## config.mk

```make
export PLATFORM = sky130hd
export DESIGN_NAME = memstream_loader_flat
export DESIGN_NICKNAME = d
export VERILOG_FILES = /design/src/rtl/memstream_loader_if.sv /design/src/rtl/memstream_loader.sv /design/src/flat_wrapper.sv
export SDC_FILE = /design/constraint.sdc
export NUM_CORES = 1
export LEC_CHECK = 0
export ABC_AREA = 1
export BUFFER_PORTS_ARGS = -buffer_cell sky130_fd_sc_hd__buf_2
export CORE_MARGIN = 1.5
export CORE_UTILIZATION = 25
export DETAILED_ROUTE_END_ITERATION = 8
export HOLD_SLACK_MARGIN = 0.02
export SLEW_MARGIN = 20
export SYNTH_ARGS = -nofsm -noshare
export SYNTH_HDL_FRONTEND = slang
export SYNTH_SLANG_ARGS = --single-unit
```

## constraint.sdc

```tcl
create_clock -name aclk -period 15.05 [get_ports aclk]
set_input_delay 1.505 -clock aclk [delete_from_list [all_inputs] [get_ports aclk]]
set_output_delay 1.505 -clock aclk [all_outputs]
set_load 0.02 [all_outputs]
```

## src/rtl/memstream_loader_if.sv

```systemverilog
// Reload control, weight stream and memstream config-port signals for memstream_loader.
// master is the loader side; slave is the host/DMA/memory side.
interface memstream_loader_if #(
    parameter int unsigned MEM_WIDTH = 32
);
    localparam int unsigned TDATA_W = ((MEM_WIDTH + 7) / 8) * 8;

    logic               start;
    logic [31:0]        base_addr;
    logic [31:0]        word_count;
    logic               busy;
    logic               done;
    logic               err;
    logic               strm_hold;

    logic               s_axis_tvalid;
    logic               s_axis_tready;
    logic [TDATA_W-1:0] s_axis_tdata;

    logic [31:0]        config_address;
    logic               config_ce;
    logic               config_we;
    logic [31:0]        config_d0;

    modport master (
        input  start, base_addr, word_count,
        output busy, done, err, strm_hold,
        input  s_axis_tvalid, s_axis_tdata,
        output s_axis_tready,
        output config_address, config_ce, config_we, config_d0
    );

    modport slave (
        output start, base_addr, word_count,
        input  busy, done, err, strm_hold,
        output s_axis_tvalid, s_axis_tdata,
        input  s_axis_tready,
        input  config_address, config_ce, config_we, config_d0
    );
endinterface

```

## src/rtl/memstream_loader.sv

```systemverilog
// Runtime weight-reload controller: pauses memstream readers, drains the read pipe, then
// streams AXI-Stream words into the config write port and pulses done when finished.
module memstream_loader #(
    parameter int unsigned MEM_DEPTH    = 13824,
    parameter int unsigned MEM_WIDTH    = 32,
    parameter int unsigned DRAIN_CYCLES = 4
) (
    input logic                aclk,
    input logic                areset,
    memstream_loader_if.master bus
);

    typedef enum logic [1:0] {
        StIdle,
        StDrain,
        StLoad,
        StFlush
    } state_e;

    state_e      state_q;
    logic [31:0] addr_q;
    logic [31:0] remaining_q;
    logic [31:0] drain_q;

    logic        busy_q;
    logic        done_q;
    logic        err_q;
    logic        hold_q;
    logic        wr_q;
    logic [31:0] cfg_addr_q;
    logic [31:0] cfg_d0_q;

    logic [32:0] end_addr;
    logic        req_bad;
    logic        tready;
    logic        beat;

    // 33-bit sum so a wrapping base+count is still rejected.
    assign end_addr = {1'b0, bus.base_addr} + {1'b0, bus.word_count};
    assign req_bad  = (bus.word_count == 32'd0) || (end_addr > 33'(MEM_DEPTH));

    assign tready = (state_q == StLoad) && (remaining_q != 32'd0);
    assign beat   = tready && bus.s_axis_tvalid;

    always_ff @(posedge aclk or posedge areset) begin
        if (areset) begin
            state_q     <= StIdle;
            addr_q      <= 32'd0;
            remaining_q <= 32'd0;
            drain_q     <= 32'd0;
            busy_q      <= 1'b0;
            done_q      <= 1'b0;
            err_q       <= 1'b0;
            hold_q      <= 1'b0;
            wr_q        <= 1'b0;
            cfg_addr_q  <= 32'd0;
            cfg_d0_q    <= 32'd0;
        end else begin
            done_q <= 1'b0;
            err_q  <= 1'b0;
            wr_q   <= 1'b0;

            case (state_q)
                StIdle: begin
                    if (bus.start) begin
                        if (req_bad) begin
                            err_q <= 1'b1;
                        end else begin
                            addr_q      <= bus.base_addr;
                            remaining_q <= bus.word_count;
                            drain_q     <= 32'(DRAIN_CYCLES);
                            busy_q      <= 1'b1;
                            hold_q      <= 1'b1;
                            state_q     <= StDrain;
                        end
                    end
                end

                StDrain: begin
                    // Leave on the cycle the counter would hit zero: DRAIN_CYCLES cycles here.
                    if (drain_q <= 32'd1) begin
                        drain_q <= 32'd0;
                        state_q <= StLoad;
                    end else begin
                        drain_q <= drain_q - 32'd1;
                    end
                end

                StLoad: begin
                    if (beat) begin
                        wr_q        <= 1'b1;
                        cfg_addr_q  <= addr_q;
                        cfg_d0_q    <= 32'(bus.s_axis_tdata[MEM_WIDTH-1:0]);
                        addr_q      <= addr_q + 32'd1;
                        remaining_q <= remaining_q - 32'd1;
                        if (remaining_q == 32'd1) begin
                            state_q <= StFlush;
                        end
                    end
                end

                StFlush: begin
                    state_q <= StIdle;
                    done_q  <= 1'b1;
                    busy_q  <= 1'b0;
                    hold_q  <= 1'b0;
                end

                default: begin
                    state_q <= StIdle;
                end
            endcase
        end
    end

    assign bus.busy           = busy_q;
    assign bus.done           = done_q;
    assign bus.err            = err_q;
    assign bus.strm_hold      = hold_q;
    assign bus.s_axis_tready  = tready;
    assign bus.config_address = cfg_addr_q;
    assign bus.config_ce      = wr_q;
    assign bus.config_we      = wr_q;
    assign bus.config_d0      = cfg_d0_q;

endmodule

```

## src/flat_wrapper.sv

```systemverilog
// flat-port wrapper written by rule: the top's interface ports become plain ports
module memstream_loader_flat 
#(
    parameter int unsigned MEM_DEPTH    = 13824,
    parameter int unsigned MEM_WIDTH    = 32,
    parameter int unsigned DRAIN_CYCLES = 4
)
  (aclk, areset, bus_start, bus_base_addr, bus_word_count, bus_busy, bus_done, bus_err, bus_strm_hold, bus_s_axis_tvalid, bus_s_axis_tdata, bus_s_axis_tready, bus_config_address, bus_config_ce, bus_config_we, bus_config_d0);
  memstream_loader_if #(.MEM_WIDTH(MEM_WIDTH)) bus_i ();
  input logic aclk;
  input logic areset;
  input wire logic [$bits(bus_i.start)-1:0] bus_start;
  input wire logic [$bits(bus_i.base_addr)-1:0] bus_base_addr;
  input wire logic [$bits(bus_i.word_count)-1:0] bus_word_count;
  output wire logic [$bits(bus_i.busy)-1:0] bus_busy;
  output wire logic [$bits(bus_i.done)-1:0] bus_done;
  output wire logic [$bits(bus_i.err)-1:0] bus_err;
  output wire logic [$bits(bus_i.strm_hold)-1:0] bus_strm_hold;
  input wire logic [$bits(bus_i.s_axis_tvalid)-1:0] bus_s_axis_tvalid;
  input wire logic [$bits(bus_i.s_axis_tdata)-1:0] bus_s_axis_tdata;
  output wire logic [$bits(bus_i.s_axis_tready)-1:0] bus_s_axis_tready;
  output wire logic [$bits(bus_i.config_address)-1:0] bus_config_address;
  output wire logic [$bits(bus_i.config_ce)-1:0] bus_config_ce;
  output wire logic [$bits(bus_i.config_we)-1:0] bus_config_we;
  output wire logic [$bits(bus_i.config_d0)-1:0] bus_config_d0;
  assign bus_i.start = bus_start;
  assign bus_i.base_addr = bus_base_addr;
  assign bus_i.word_count = bus_word_count;
  assign bus_busy = bus_i.busy;
  assign bus_done = bus_i.done;
  assign bus_err = bus_i.err;
  assign bus_strm_hold = bus_i.strm_hold;
  assign bus_i.s_axis_tvalid = bus_s_axis_tvalid;
  assign bus_i.s_axis_tdata = bus_s_axis_tdata;
  assign bus_s_axis_tready = bus_i.s_axis_tready;
  assign bus_config_address = bus_i.config_address;
  assign bus_config_ce = bus_i.config_ce;
  assign bus_config_we = bus_i.config_we;
  assign bus_config_d0 = bus_i.config_d0;
  memstream_loader #(.MEM_DEPTH(MEM_DEPTH), .MEM_WIDTH(MEM_WIDTH), .DRAIN_CYCLES(DRAIN_CYCLES)) u_core (.aclk(aclk), .areset(areset), .bus(bus_i));
endmodule
```

==> flow_metrics.py <==
metrics = {
    "floorplanning": {
        "fp-row-count": 79,
        "dieHeight_um": 221,
        "io_pins": 171,
        "core_area_um2": 46900,
        "initial_core_util_pct": 25.4,
        "dieArea_um2": 49000,
        "die_w_um": 221,
    },
    "place": {
        "gp_congestion": 0.926,
        "port_buffers": 170,
        "hpwl_um": 30100,
        "post_dp_cell_area_um2": 13300,
    },
    "power": {
        "p_switching_mw": 1.40,
        "intPower_mw": 1.37,
        "power_leakage_nw": 7.42,
        "irDropWorstVdd_mv": 0.103,
        "seq_power_share_pct": 30.4,
        "clkPwrFrac_pct": 15.4,
        "comb_power_share_pct": 54.1,
        "swShare_pct": 50.5,
        "powerDensity_nw_per_um2": 199,
    },
    "routing": {
        "drtIter0Drc": 782,
        "wire_per_inst_um": 15.0,
        "finalWirelength_um": 38700,
        "ant_nets": 0,
        "dr.pass1.iters": 5,
        "via_per_inst": 4.63,
        "drc": 0,
        "vias": 11900,
    },
    "timing": {
        "setup-tns-final_ns": 0,
        "max_slew.worst_pin.slew_ns": 0.949,
        "maxSlewHeadroom_pct": 36.7,
        "hold_violations": 0,
        "skew_ns": 0.0194,
        "rsz0062_at_grt": "no",
        "final_period_minus_worst_setup_slack_ns": 4.54,
        "slew_viol_final": 0,
        "setup_viol_count_final": 0,
        "max_freq_mhz": 220,
        "min_period_over_period_pct": 30.2,
    },
    "outcome": {
        "outcome": "finished clean",
    },
    "grt": {
        "grt_pass1_vias": 11400,
        "overflow": 0,
        "grt_max_degree": 108,
        "grt_pass1_wl_um": 61500,
        "antenna_found_initial": 1,
        "grt_usage_pct": 15.8,
    },
    "worst_hold_path": {
        "hold_path_class": "flop to flop",
        "min_path_cells": 2,
        "min_from": "u_core.bus.config_d0[12]$_DFFE_PP0P_",
        "hold_end": "u_core.bus.config_d0[12]$_DFFE_PP0P_",
    },
    "clocking": {
        "htreeDepth": 4,
        "cts_buffers": 17,
        "ctsHoldBuffers": 0,
        "cts.sinks": 166,
        "path_clk_slew_ns": 0.07,
        "cts_resized": 0,
        "postCtsSetupBuffers": 0,
        "tritoncts": "built",
        "cts-root-buf": "clkbuf_16",
        "clock_path_buffers": 2,
        "clk_latency_ns": 0.46,
    },
    "worst_setup_path": {
        "r2r-end": "u_core.addr_q[0]$_DFFE_PP0P_",
        "rrSetupSlack_ns": 11.54,
        "r2r-start": "u_core.state_q[0]$_DFFE_PP0P_",
        "reg2regPathDepth": 12,
        "cp-end-kind": "flop",
        "start_kind": "input pin",
        "worstSetupPathType": "input pin to flop",
        "critPathArrivalTime_ns": 4.85,
        "worst_ep_required_time_ns": 15.36,
        "cp_max_fo": 107,
    },
    "synthesis": {
        "synth_nets": 1953,
        "netlist_instances": 1811,
        "synth_cell_types": 45,
        "synth_seq_area_share_pct": 34.8,
        "netlist_area_um2": 11900,
        "ys_ff_latch": 166,
        "yosysWarnings": 0,
        "syn_area_per_cell_um2": 6.58,
    },
    "finish": {
        "multi_input_area_um2": 6800,
        "layout_common_cells": "nand2_1, nor2_1, inv_1, buf_2, dfrtp_1",
        "drive_above_1_share_pct": 12.8,
        "syn_to_final_growth_pct": 16.7,
        "utilization_pct": 29.7,
        "nFillCells": 5224,
        "final_common_cell": "nand2_1",
        "fin_nets": 2094,
        "regArea_um2": 4150,
        "fin_area_um2": 13900,
    },
    "run": {
        "cap_violations": 0,
    },
}
==> worst max-delay path, stage by stage <==
cell and delay (ns):
buf_2 0.12, ha_1 0.25, fa_1 0.43, nand3_1 0.15
nand3_2 0.13, nand2_1 0.10, nand2_1 0.13, nand3_1 0.12
nand2_1 0.10, nand2_1 0.10, nand2_1 0.06, nand2_1 0.06
nand3_1 0.10, nor2_1 0.19, nand4_2 0.17, nand2_4 0.33
nand2_8 0.47, nand2_1 0.19, o21ai_1 0.09
==> logic make-up (layout without fill, tap and decap cells) <==
| logic type | after synthesis | count (layout) | share of synthesized area, % |
|---|---|---|---|
| and+or+nand+nor | 1088 | 1088 | 38.0 |
| buffers and inverters | 250 | 404 | 8.27 |
| AOI/OAI and AO/OA | 186 | 186 | 8.36 |
| DFF | 166 | 166 | 34.8 |
| xor gates and xnor gates | 52 | 52 | 3.82 |
| adders and majority gates | 42 | 42 | 4.47 |
| muxes | 27 | 27 | 2.27 |
| other | 0 | 2 | 0 |
==> power by group through the flow <==
| stage | Combinational (mW) | Sequential [mW] | Clock, mW |
|---|---|---|---|
| CTS | 1.51 | 0.843 | 0.440 |
| floorplan | 1.05 | 0.907 | 0 |
| global placement | 1.48 | 0.844 | 0 |
| finish | 1.50 | 0.843 | 0.427 |
| global route | 1.70 | 0.876 | 0.459 |
| detailed placement | 1.50 | 0.848 | 0 |
==> layer usage <==
metal	GRT usage, %	vias to the layer above	share of wire, %
li1	-	6063	-
met1	19.3	5485	44
met2	26.3	303	47
met3	2.85	73	4.4
met4	8.45	0	4.8
met5	0	-	0
==> worst max-delay path by stage <==
stage	startpoint	to	cells after the start
final	bus_word_count[0]	u_core.addr_q[0]$_DFFE_PP0P_	19
after global routing	bus_word_count[0]	u_core.addr_q[25]$_DFFE_PP0P_	21
after CTS	bus_word_count[0]	u_core.remaining_q[7]$_DFFE_PP0P_	19
after detailed placement	bus_word_count[0]	u_core.remaining_q[4]$_DFFE_PP0P_	19
after global placement	bus_word_count[0]	u_core.remaining_q[4]$_DFFE_PP0P_	19
after floorplan	areset	u_core.addr_q[0]$_DFFE_PP0P_	1
==> registers in the layout, indices dropped and copies added (netlist names) <==
name	flops
u_core.drain_q	32
u_core.bus.config_ce	1
u_core.bus.config_d0	32
u_core.bus.err	1
u_core.bus.busy	1
u_core.bus.config_address	32
u_core.remaining_q	32
u_core.state_q	2
u_core.bus.done	1
u_core.addr_q	32
==> final cells by class <==
class / count / share of cell area (%)
clock buffer: 19 / 3.18
multi-input combinational: 1395 / 48.9
antenna: 2 / 0.0360
timing repair buffer: 176 / 6.44
clock inverter: 13 / 0.783
sequential: 166 / 29.9
tap: 607 / 5.46
inverter: 196 / 5.33
==> Yosys cell counts, drive strengths merged <==
cell     instances  area [µm²]
nand3b           5        37.5
o21bai           2        15.0
o21ai          134         686
nand4           47         300
buf             15         103
nor4            12        75.1
mux2i           27         270
or2             14        87.6
fa               1        20.0
a21o             1        7.51
nor3            28         145
a21boi           1        7.51
nand2          661        2510
dfrtp          166        4150
a22oi            1        7.51
a31oi            2        12.5
nor2           205         787
a31o             3        26.3
clkbuf          39         148
a21oi           32         160
o41ai            1        8.76
xnor2           12         105
inv            196         736
ha              41         513
xor2            40         350
nand3          113         571
and3             1        6.26
o22ai            2        12.5
and2             2        12.5
a2bb2oi          1        8.76
o31ai            4        30.0
o21a             2        15.0
==> per-stage QoR <==
| step | power, mW | std cells | hold WS, ns | worst slack (ns) |
|---|---|---|---|---|
| 4_1_cts | 2.79 | 2572 | 0.479 | 10.28 |
| 2_1_floorplan | 1.96 | 1811 | 0.459 | 9.05 |
| 3_3_place_gp | 2.32 | 2540 | 0.458 | 9.90 |
| 6_report | 2.77 | 2574 | 0.474 | 10.51 |
| 3_5_place_dp | 2.35 | 2540 | 0.462 | 9.81 |
| 5_1_grt | 3.04 | 2572 | 0.497 | 10.25 |
No activity file was read; power rests on OpenSTA's default activity.
